==> src/rtl/multicycle_control_fsm_pkg.sv <==
// rtl/multicycle_control_fsm_pkg.sv - shared encodings for the multi-cycle RISC-V control FSM
package riscv_ctrl_pkg;

  typedef enum logic [2:0] {
    ST_FETCH  = 3'd0,
    ST_DECODE = 3'd1,
    ST_EXEC   = 3'd2,
    ST_MEM    = 3'd3,
    ST_WB     = 3'd4,
    ST_TRAP   = 3'd5
  } state_e;

  localparam logic [6:0] OPC_RTYPE  = 7'b0110011;
  localparam logic [6:0] OPC_IALU   = 7'b0010011;
  localparam logic [6:0] OPC_LOAD   = 7'b0000011;
  localparam logic [6:0] OPC_STORE  = 7'b0100011;
  localparam logic [6:0] OPC_BRANCH = 7'b1100011;

  localparam logic [3:0] ALU_ADD = 4'b0010;
  localparam logic [3:0] ALU_SUB = 4'b0110;
  localparam logic [3:0] ALU_AND = 4'b0000;
  localparam logic [3:0] ALU_OR  = 4'b0001;

  localparam logic [6:0] F7_BASE = 7'b0000000;
  localparam logic [6:0] F7_ALT  = 7'b0100000;

  // Coarse instruction class; selects the FSM path after EXEC.
  typedef enum logic [2:0] {
    CLS_ILLEGAL = 3'd0,
    CLS_ALU     = 3'd1,
    CLS_LOAD    = 3'd2,
    CLS_STORE   = 3'd3,
    CLS_BRANCH  = 3'd4
  } instr_class_e;

endpackage

==> src/rtl/multicycle_control_fsm_alu_op_decode.sv <==
// rtl/multicycle_control_fsm_alu_op_decode.sv - combinational IR decode to ALU controls and legality
module alu_op_decode
  import riscv_ctrl_pkg::*;
(
  input  logic [31:0]  ir,
  output logic [3:0]   operation,
  output logic         alu_src,
  output logic         legal,
  output instr_class_e cls
);

  logic [6:0] opcode;
  logic [2:0] funct3;
  logic [6:0] funct7;
  logic       unused_ir_fields;

  assign opcode = ir[6:0];
  assign funct3 = ir[14:12];
  assign funct7 = ir[31:25];
  assign unused_ir_fields = ^{ir[24:15], ir[11:7]};

  always_comb begin
    operation = ALU_ADD;
    alu_src   = 1'b0;
    legal     = 1'b0;
    cls       = CLS_ILLEGAL;
    case (opcode)
      OPC_RTYPE: begin
        cls   = CLS_ALU;
        legal = 1'b1;
        if (funct7 == F7_BASE) begin
          case (funct3)
            3'b000:  operation = ALU_ADD;
            3'b111:  operation = ALU_AND;
            3'b110:  operation = ALU_OR;
            default: legal = 1'b0;
          endcase
        end else if (funct7 == F7_ALT && funct3 == 3'b000) begin
          operation = ALU_SUB;
        end else begin
          legal = 1'b0;
        end
      end
      OPC_IALU: begin
        cls     = CLS_ALU;
        alu_src = 1'b1;
        legal   = 1'b1;
        case (funct3)
          3'b000:  operation = ALU_ADD;
          3'b111:  operation = ALU_AND;
          3'b110:  operation = ALU_OR;
          default: legal = 1'b0;
        endcase
      end
      OPC_LOAD: begin
        cls     = CLS_LOAD;
        alu_src = 1'b1;
        legal   = 1'b1;
      end
      OPC_STORE: begin
        cls     = CLS_STORE;
        alu_src = 1'b1;
        legal   = 1'b1;
      end
      OPC_BRANCH: begin
        cls       = CLS_BRANCH;
        operation = ALU_SUB;
        legal     = 1'b1;
      end
      default: legal = 1'b0;
    endcase
    // An unsupported funct inside a known opcode is just as illegal as a bad opcode.
    if (!legal) begin
      cls       = CLS_ILLEGAL;
      operation = ALU_ADD;
      alu_src   = 1'b0;
    end
  end

endmodule

==> src/rtl/multicycle_control_fsm.sv <==
// rtl/multicycle_control_fsm.sv - FETCH/DECODE/EXEC/MEM/WB sequencer with trap and retire counter
module multicycle_control_fsm
  import riscv_ctrl_pkg::*;
#(
  parameter logic [63:0] TRAP_VEC = 64'h0000_0000_0000_0040,
  parameter int          CNT_W    = 32
) (
  input  logic             Clk,
  input  logic             Reset,
  input  logic             Run,
  input  logic [31:0]      Instruction,
  input  logic             Zero,
  output logic             PCWrite,
  output logic             Jump,
  output logic [63:0]      NewPC,
  output logic             RegWrite,
  output logic             ALUSrc,
  output logic [3:0]       Operation,
  output logic             MemWrite,
  output logic             MemRead,
  output logic             MemToReg,
  output logic             Illegal,
  output logic [2:0]       State,
  output logic [CNT_W-1:0] RetireCount
);

  state_e           state_q;
  state_e           state_d;
  logic [31:0]      ir_q;
  logic [CNT_W-1:0] retire_q;

  logic [3:0]   dec_operation;
  logic         dec_alu_src;
  logic         dec_legal;
  instr_class_e dec_cls;

  logic       pc_write;
  logic       jump;
  logic       reg_write;
  logic       alu_src;
  logic [3:0] operation;
  logic       mem_write;
  logic       mem_read;
  logic       mem_to_reg;
  logic       illegal;
  logic       unused_zero;

  // Zero steers the branch target in the datapath; the sequencer does not need it.
  assign unused_zero = Zero;

  alu_op_decode u_alu_op_decode (
    .ir        (ir_q),
    .operation (dec_operation),
    .alu_src   (dec_alu_src),
    .legal     (dec_legal),
    .cls       (dec_cls)
  );

  always_ff @(posedge Clk or negedge Reset) begin
    if (!Reset) begin
      state_q  <= ST_FETCH;
      ir_q     <= '0;
      retire_q <= '0;
    end else begin
      state_q <= state_d;
      if (state_q == ST_FETCH && Run) begin
        ir_q <= Instruction;
      end
      if (pc_write && !jump) begin
        retire_q <= retire_q + CNT_W'(1);
      end
    end
  end

  always_comb begin
    state_d = ST_FETCH;
    case (state_q)
      ST_FETCH:  state_d = Run ? ST_DECODE : ST_FETCH;
      ST_DECODE: state_d = dec_legal ? ST_EXEC : ST_TRAP;
      ST_EXEC: begin
        case (dec_cls)
          CLS_ALU:              state_d = ST_WB;
          CLS_LOAD, CLS_STORE:  state_d = ST_MEM;
          default:              state_d = ST_FETCH;
        endcase
      end
      ST_MEM:    state_d = (dec_cls == CLS_LOAD) ? ST_WB : ST_FETCH;
      ST_WB:     state_d = ST_FETCH;
      ST_TRAP:   state_d = ST_FETCH;
      default:   state_d = ST_FETCH;
    endcase
  end

  // Moore outputs: ALU controls stay valid from EXEC through WB so the datapath result is stable.
  always_comb begin
    pc_write   = 1'b0;
    jump       = 1'b0;
    reg_write  = 1'b0;
    alu_src    = 1'b0;
    operation  = 4'b0000;
    mem_write  = 1'b0;
    mem_read   = 1'b0;
    mem_to_reg = 1'b0;
    illegal    = 1'b0;
    case (state_q)
      ST_EXEC: begin
        operation = dec_operation;
        alu_src   = dec_alu_src;
        pc_write  = (dec_cls == CLS_BRANCH);
      end
      ST_MEM: begin
        operation = dec_operation;
        alu_src   = dec_alu_src;
        mem_read  = (dec_cls == CLS_LOAD);
        mem_write = (dec_cls == CLS_STORE);
        pc_write  = (dec_cls == CLS_STORE);
      end
      ST_WB: begin
        operation  = dec_operation;
        alu_src    = dec_alu_src;
        reg_write  = 1'b1;
        pc_write   = 1'b1;
        mem_to_reg = (dec_cls != CLS_LOAD);
      end
      ST_TRAP: begin
        jump     = 1'b1;
        pc_write = 1'b1;
        illegal  = 1'b1;
      end
      default: ;
    endcase
  end

  assign PCWrite     = pc_write;
  assign Jump        = jump;
  assign NewPC       = jump ? TRAP_VEC : 64'd0;
  assign RegWrite    = reg_write;
  assign ALUSrc      = alu_src;
  assign Operation   = operation;
  assign MemWrite    = mem_write;
  assign MemRead     = mem_read;
  assign MemToReg    = mem_to_reg;
  assign Illegal     = illegal;
  assign State       = state_q;
  assign RetireCount = retire_q;

endmodule

==> config.mk <==
export PLATFORM = sky130hd
export DESIGN_NAME = multicycle_control_fsm
export DESIGN_NICKNAME = d
export VERILOG_FILES = /design/src/rtl/multicycle_control_fsm_pkg.sv /design/src/rtl/multicycle_control_fsm_alu_op_decode.sv /design/src/rtl/multicycle_control_fsm.sv
export SDC_FILE = /design/constraint.sdc
export NUM_CORES = 1
export LEC_CHECK = 0
export ABC_CLOCK_PERIOD_IN_PS = 5130
export CAP_MARGIN = 20
export CORE_ASPECT_RATIO = 1.2
export CORE_MARGIN = 5
export CORE_UTILIZATION = 46
export CTS_BUF_LIST = sky130_fd_sc_hd__clkbuf_8
export CTS_CLUSTER_SIZE = 12
export DETAILED_ROUTE_END_ITERATION = 6
export PLACE_DENSITY_LB_ADDON = 0.05
export SKIP_LAST_GASP = 1
export SYNTH_ARGS = -nofsm -noshare
export SYNTH_HDL_FRONTEND = slang
export SYNTH_SLANG_ARGS = --single-unit
==> constraint.sdc <==
create_clock -name Clk -period 5.13 [get_ports Clk]
set_input_delay 0.513 -clock Clk [delete_from_list [all_inputs] [get_ports Clk]]
set_output_delay 0.513 -clock Clk [all_outputs]
set_load 0.1 [all_outputs]
==> flow_metrics.env, run 1 <==
export IMPL_outcome="finished, final reports clean"
export IMPL_fin_hold_ws_ns=0.305
export IMPL_final_common_cell="clkdlybuf4s50_1"
export IMPL_slew_headroom_pct=34.2
export IMPL_die_h_um=100
export IMPL_setup_viol=0
export IMPL_cts_tree="built"
export IMPL_final_layout_size_suffix_gt1_share_pct=12.6
export IMPL_wl_um=6230
export IMPL_cts_clk_slew_worst_paths_ns=0.09
export IMPL_grt_use_total_pct=14.4
export IMPL_fillers=605
export IMPL_hpwl_um=4770
export IMPL_vias=2132
export IMPL_globalRouteMet1Util_pct=18.5
export IMPL_antenna_found_initial=0
export IMPL_ant_nets=0
export IMPL_grt_pass1_vias=2069
export IMPL_vdd_drop_max_uv=377
export IMPL_ctsResizeCount=0
export IMPL_drt_iter0_drc=27
export IMPL_postPlaceCellArea_sq_mm=0.00362
export IMPL_clk_latency_ns=0.30
export IMPL_numCtsBuffers=5
export IMPL_skew_ns=0.0103
export IMPL_critPathKind="flop to output port"
export IMPL_ys_seq_area_share_pct=41.8
export IMPL_clock_path_buffers=2
export IMPL_synth_edf_count=0
export IMPL_final_area_sq_mm=0.00374
export IMPL_use_met2_pct=24.0
export IMPL_dieArea_sq_mm=0.00852
export IMPL_slew_viol_final=0
export IMPL_htreeDepth=2
export IMPL_post_cts_repair_setup_buffers=0
export IMPL_cp_max_fo=3
export IMPL_synthCells=296
export IMPL_drt_pass1_iter_count=4
export IMPL_fin_crit_ns=3.91
export IMPL_row_count=32
export IMPL_clock_fmax_mhz=256
export IMPL_met3_usage_pct=3.37
export IMPL_crit_path_end_kind="output port"
export IMPL_synthArstFlopShare_pct=100
export IMPL_rsz0062_at_grt="false"
export IMPL_overflow=0
export IMPL_finalHoldViolations=0
export IMPL_ff2ff_path_depth=5
export IMPL_p_total_mw=1.94
export IMPL_avgRoutedWirePerCell_um=13.9
export IMPL_top_usage_layer="met2"
export IMPL_root_buffer="clkbuf_8"
export IMPL_grt_first_pass_wirelength_um=9950
export IMPL_drc_errors=0
export IMPL_fin_util_pct=57.3
export IMPL_yosys_warnings=0
export IMPL_cts_sinks=52
export IMPL_synth_area_sq_mm=0.00311
export IMPL_crit_reg2reg_launch="State[1]"
export IMPL_synth_area_per_cell_sq_um=10.5
export IMPL_power_leakage_nw=1.70
export IMPL_max_cap_violations=0
export IMPL_synthFlopType="dfrtp_1"
export IMPL_gp_congestion=0.816
export IMPL_synth_ff_latch_count=52
export IMPL_grt_max_degree=53
export IMPL_place_ws_ns=1.55
export IMPL_layout_common_cells="65 x clkdlybuf4s50_1, 64 x conb_1, 52 x dfrtp_1"
export IMPL_tightest_slew_ns=0.984
export IMPL_antennaDiodeCount=0
export IMPL_fin_tns_setup_ns=0
export IMPL_io_pins=147
export IMPL_worst_hold_path_type="primary input to async pin"
export IMPL_cp_arrival_ns=3.40
export IMPL_power_density_mw_per_mm2=518
export IMPL_crit_start="ir_q[26]"
export IMPL_post_route_period_util_pct=76.2
export IMPL_initial_utilization_pct=47.7
export IMPL_dp_cells=441
export IMPL_layout_cells_non_filler=449
export IMPL_setup_ws_ns=1.22
export IMPL_die_w_um=85.1
export IMPL_synth_distinct_cells=49
export IMPL_via_per_inst=4.75
export IMPL_required_ns=4.62
export IMPL_io_buffers=66
export IMPL_core_area_sq_mm=0.00653
export IMPL_area_growth_pct=20.2
export IMPL_ctsHoldBuffers=0
export IMPL_nets=400
export IMPL_cp_start_kind="flop"
[critical path: stages, from the launching register on]
cell and delay (ns):
dfrtp_1 0.39, nor4_1 0.53, a32oi_1 0.24, a211oi_2 0.23, nor2_1 0.11, a2111oi_1 0.38
clkdlybuf4s50_1 1.22
[layout make-up]
cell class	instances	area, sq um	area share, %
Sequential cell	52	1300	34.8
Tap cell	85	106	2.84
Multi-Input combinational cell	231	1520	40.7
Timing Repair Buffer	68	671	17.9
Inverter	5	18.8	0.502
Clock buffer	6	82.6	2.21
Clock inverter	2	38.8	1.04
[cell families (layout without fill, tap and decap cells)]
family / after synthesis / count (layout) / synth area share, %
AOI/OAI and AO/OA: 16 / 16 / 4.54
other: 1 / 64 / 0.120
muxes: 19 / 19 / 6.87
xor gates and xnor gates: 32 / 32 / 9.00
adders and majority gates: 1 / 1 / 0.402
DFF: 52 / 52 / 41.8
buffers and inverters: 76 / 81 / 17.5
and+or+nand+nor: 99 / 99 / 19.8
[flip-flops by register name, summed over array words and instances, names as in the netlist]
name,count
ir_q,17
State,3
RetireCount,32
[routing by layer]
metal | up-vias | part of all wire, %
li1 | 1013 | -
met1 | 1037 | 42
met2 | 77 | 50
met3 | 5 | 7.1
met4 | 0 | 1.2
met5 | - | 0
[synthesized netlist by cell type (all sizes together), types with 2 or more instances]
library cell  count  area share [%]
a211oi            2            0.64
nand2            20             2.4
buf              70              17
a21oi             4            0.64
dfrtp            52              42
or2               2            0.40
nor3              8             2.3
and2              3            0.60
nand4bb           2             1.2
and3              6             1.2
mux2             19             6.9
nor2b             4            0.80
xnor2            16             4.5
nand4            12             2.9
nor4b             3            0.84
nor3b             2            0.48
inv               5            0.60
nor4              4             1.5
xor2             16             4.5
nand3            11             1.8
nor2             17             2.0
[worst paths after layout]
path                                   endpoint  slack, ns
max in group asynchronous       RetireCount[23]       4.36
worst min register to register  RetireCount[31]       0.47
worst max register to register  RetireCount[14]       3.05
worst min-delay path            RetireCount[15]       0.30
min in group Clk                RetireCount[31]       0.47
worst max-delay path                     ALUSrc       1.22
[report_power, final]
| group | total [mW] | internal, mW | switching, mW | leakage [nW] |
|---|---|---|---|---|
| clock network | 0.291 | 0.160 | 0.131 | 0.0614 |
| registers | 0.624 | 0.506 | 0.118 | 0.678 |
| logic | 1.02 | 0.267 | 0.755 | 0.959 |
| total | 1.94 | 0.932 | 1.00 | 1.70 |
(Power assumes the default switching activity.)
==> inputs of run 2 (changes only) <==
Settings changed: ABC_CLOCK_PERIOD_IN_PS 5130 to 3400, CORE_UTILIZATION 46 to 38.
Clock period 5.13 ns to 3.4 ns, I/O delays scaled along.
==> flow_metrics.env, run 2 (synthesis results as in run 1) <==
export IMPL_fin_crit_ns=2.81
export IMPL_drc_errors=0
export IMPL_crit_slowest_cell="nor4_1"
export IMPL_fin_hold_ws_ns=0.159
export IMPL_cts_sinks=52
export IMPL_grt_use_total_pct=12.9
export IMPL_post_route_period_util_pct=82.6
export IMPL_initial_utilization_pct=38.6
export IMPL_io_pins=147
export IMPL_antenna_found_initial=0
export IMPL_cp_buffers_inverters=1
export IMPL_finalHoldViolations=0
export IMPL_avgRoutedWirePerCell_um=14.3
export IMPL_root_buffer="clkbuf_8"
export IMPL_worst_hold_path_type="primary input to async pin"
export IMPL_place_ws_ns=0.904
export IMPL_row_count=36
export IMPL_area_growth_pct=21.1
export IMPL_post_cts_repair_setup_buffers=0
export IMPL_clock_fmax_mhz=356
export IMPL_wl_um=6580
export IMPL_final_common_cell="conb_1"
export IMPL_antennaDiodeCount=0
export IMPL_vdd_drop_max_uv=437
export IMPL_drt_iter0_drc=77
export IMPL_largest_reg_flops=32
export IMPL_setup_viol=0
export IMPL_grt_pass1_vias=2066
export IMPL_layout_common_cells="64 x conb_1, 53 x clkdlybuf4s50_1, 49 x dfrtp_1"
export IMPL_skew_ns=0.00751
export IMPL_cp_max_fo=3
export IMPL_rsz0062_at_grt="false"
export IMPL_crit_chain="nor4_1 -> a32oi_1 -> a211oi_2 -> nor2_1 -> a2111oi_4 -> buf_4"
export IMPL_io_buffers=66
export IMPL_cp_start_kind="flop"
export IMPL_cts_tree="built"
export IMPL_via_per_inst=4.64
export IMPL_ctsResizeCount=0
export IMPL_outcome="finished, final reports clean"
export IMPL_overflow=0
export IMPL_core_area_sq_mm=0.00806
export IMPL_hpwl_um=5010
export IMPL_clock_path_buffers=2
export IMPL_drt_pass1_iter_count=4
export IMPL_power_leakage_nw=1.72
export IMPL_ctsHoldBuffers=0
export IMPL_ant_nets=0
export IMPL_crit_path_end_kind="output port"
export IMPL_grt_first_pass_wirelength_um=10400
export IMPL_vias=2131
export IMPL_nets=400
export IMPL_max_cap_violations=0
export IMPL_crit_family="compound AO/OA/AOI/OAI gates"
export IMPL_tightest_slew_ns=0.990
export IMPL_final_layout_size_suffix_gt1_share_pct=17.9
export IMPL_clk_latency_ns=0.30
export IMPL_gp_congestion=0.731
export IMPL_setup_ws_ns=0.590
export IMPL_die_w_um=92.6
export IMPL_cp_arrival_ns=2.47
export IMPL_slew_viol_final=0
export IMPL_cts_clk_slew_worst_paths_ns=0.10
export IMPL_critPathKind="flop to output port"
export IMPL_dieArea_sq_mm=0.0101
export IMPL_die_h_um=109
export IMPL_grt_max_degree=40
export IMPL_fin_tns_setup_ns=0
export IMPL_max_stage_delay_ns=0.52
export IMPL_htreeDepth=2
export IMPL_slew_headroom_pct=33.8
export IMPL_numCtsBuffers=5
export IMPL_required_ns=3.06
export IMPL_power_density_mw_per_mm2=780
## run 2: changes by cell type in the layout (fill, tap and decap cells not counted), sizes merged
cell           before  now
clkdlybuf4s50      65   53
clkinvlp            0    1
buf                 3   15
clkbuf              6    5
## run 2: final cells by class
cell class                 count  area, sq um
fill                         794         4290
timing repair buffer          68          641
multi-input combinational    231         1570
clock buffer                   5         68.8
inverter                       5         22.5
sequential                    52         1310
clock inverter                 3         38.8
tap                           95          119
## run 2: power breakdown
group	internal, mW	switching (mW)	leakage, nW
Combinational	0.402	1.17	0.983
Sequential	0.768	0.184	0.674
Clock	0.216	0.202	0.0593
## run 2: final timing paths
check / from / to / slack (ns) / depth (start not counted)
min in group Clk: RetireCount[31] / RetireCount[31] / 0.48 / 1
max in group asynchronous: Reset / RetireCount[0] / 2.50 / 2
setup / recovery: ir_q[26] / ALUSrc / 0.59 / 6
hold / removal: Reset / RetireCount[9] / 0.16 / 1
setup reg to reg: ir_q[4] / RetireCount[18] / 1.23 / 5
hold reg to reg: RetireCount[31] / RetireCount[31] / 0.48 / 1
## run 2: layer usage
layer / share of wire (%) / global-route usage, % / routed length (um) / vias to the layer above
met3: 7.7 / 3.31 / 507 / 5
li1: - / - / - / 1014
met5: 0 / 0 / 0 / -
met1: 42 / 16.4 / 2740 / 1025
met4: 0.87 / 4.08 / 57 / 0
met2: 50 / 21.6 / 3270 / 87
## run 2: metrics by stage
| step | area (sq um) | instances | power, mW | utilization (%) |
|---|---|---|---|---|
| after floorplan | 3430 | 359 | 2.33 | - |
| after global placement | 3660 | 451 | 2.53 | 45.4 |
| after detailed placement | 3660 | 451 | 2.54 | 45.4 |
| after CTS | 3770 | 459 | 2.97 | 46.8 |
| after global routing | 3770 | 459 | 3.09 | 46.8 |
| final | 3770 | 459 | 2.94 | 46.8 |
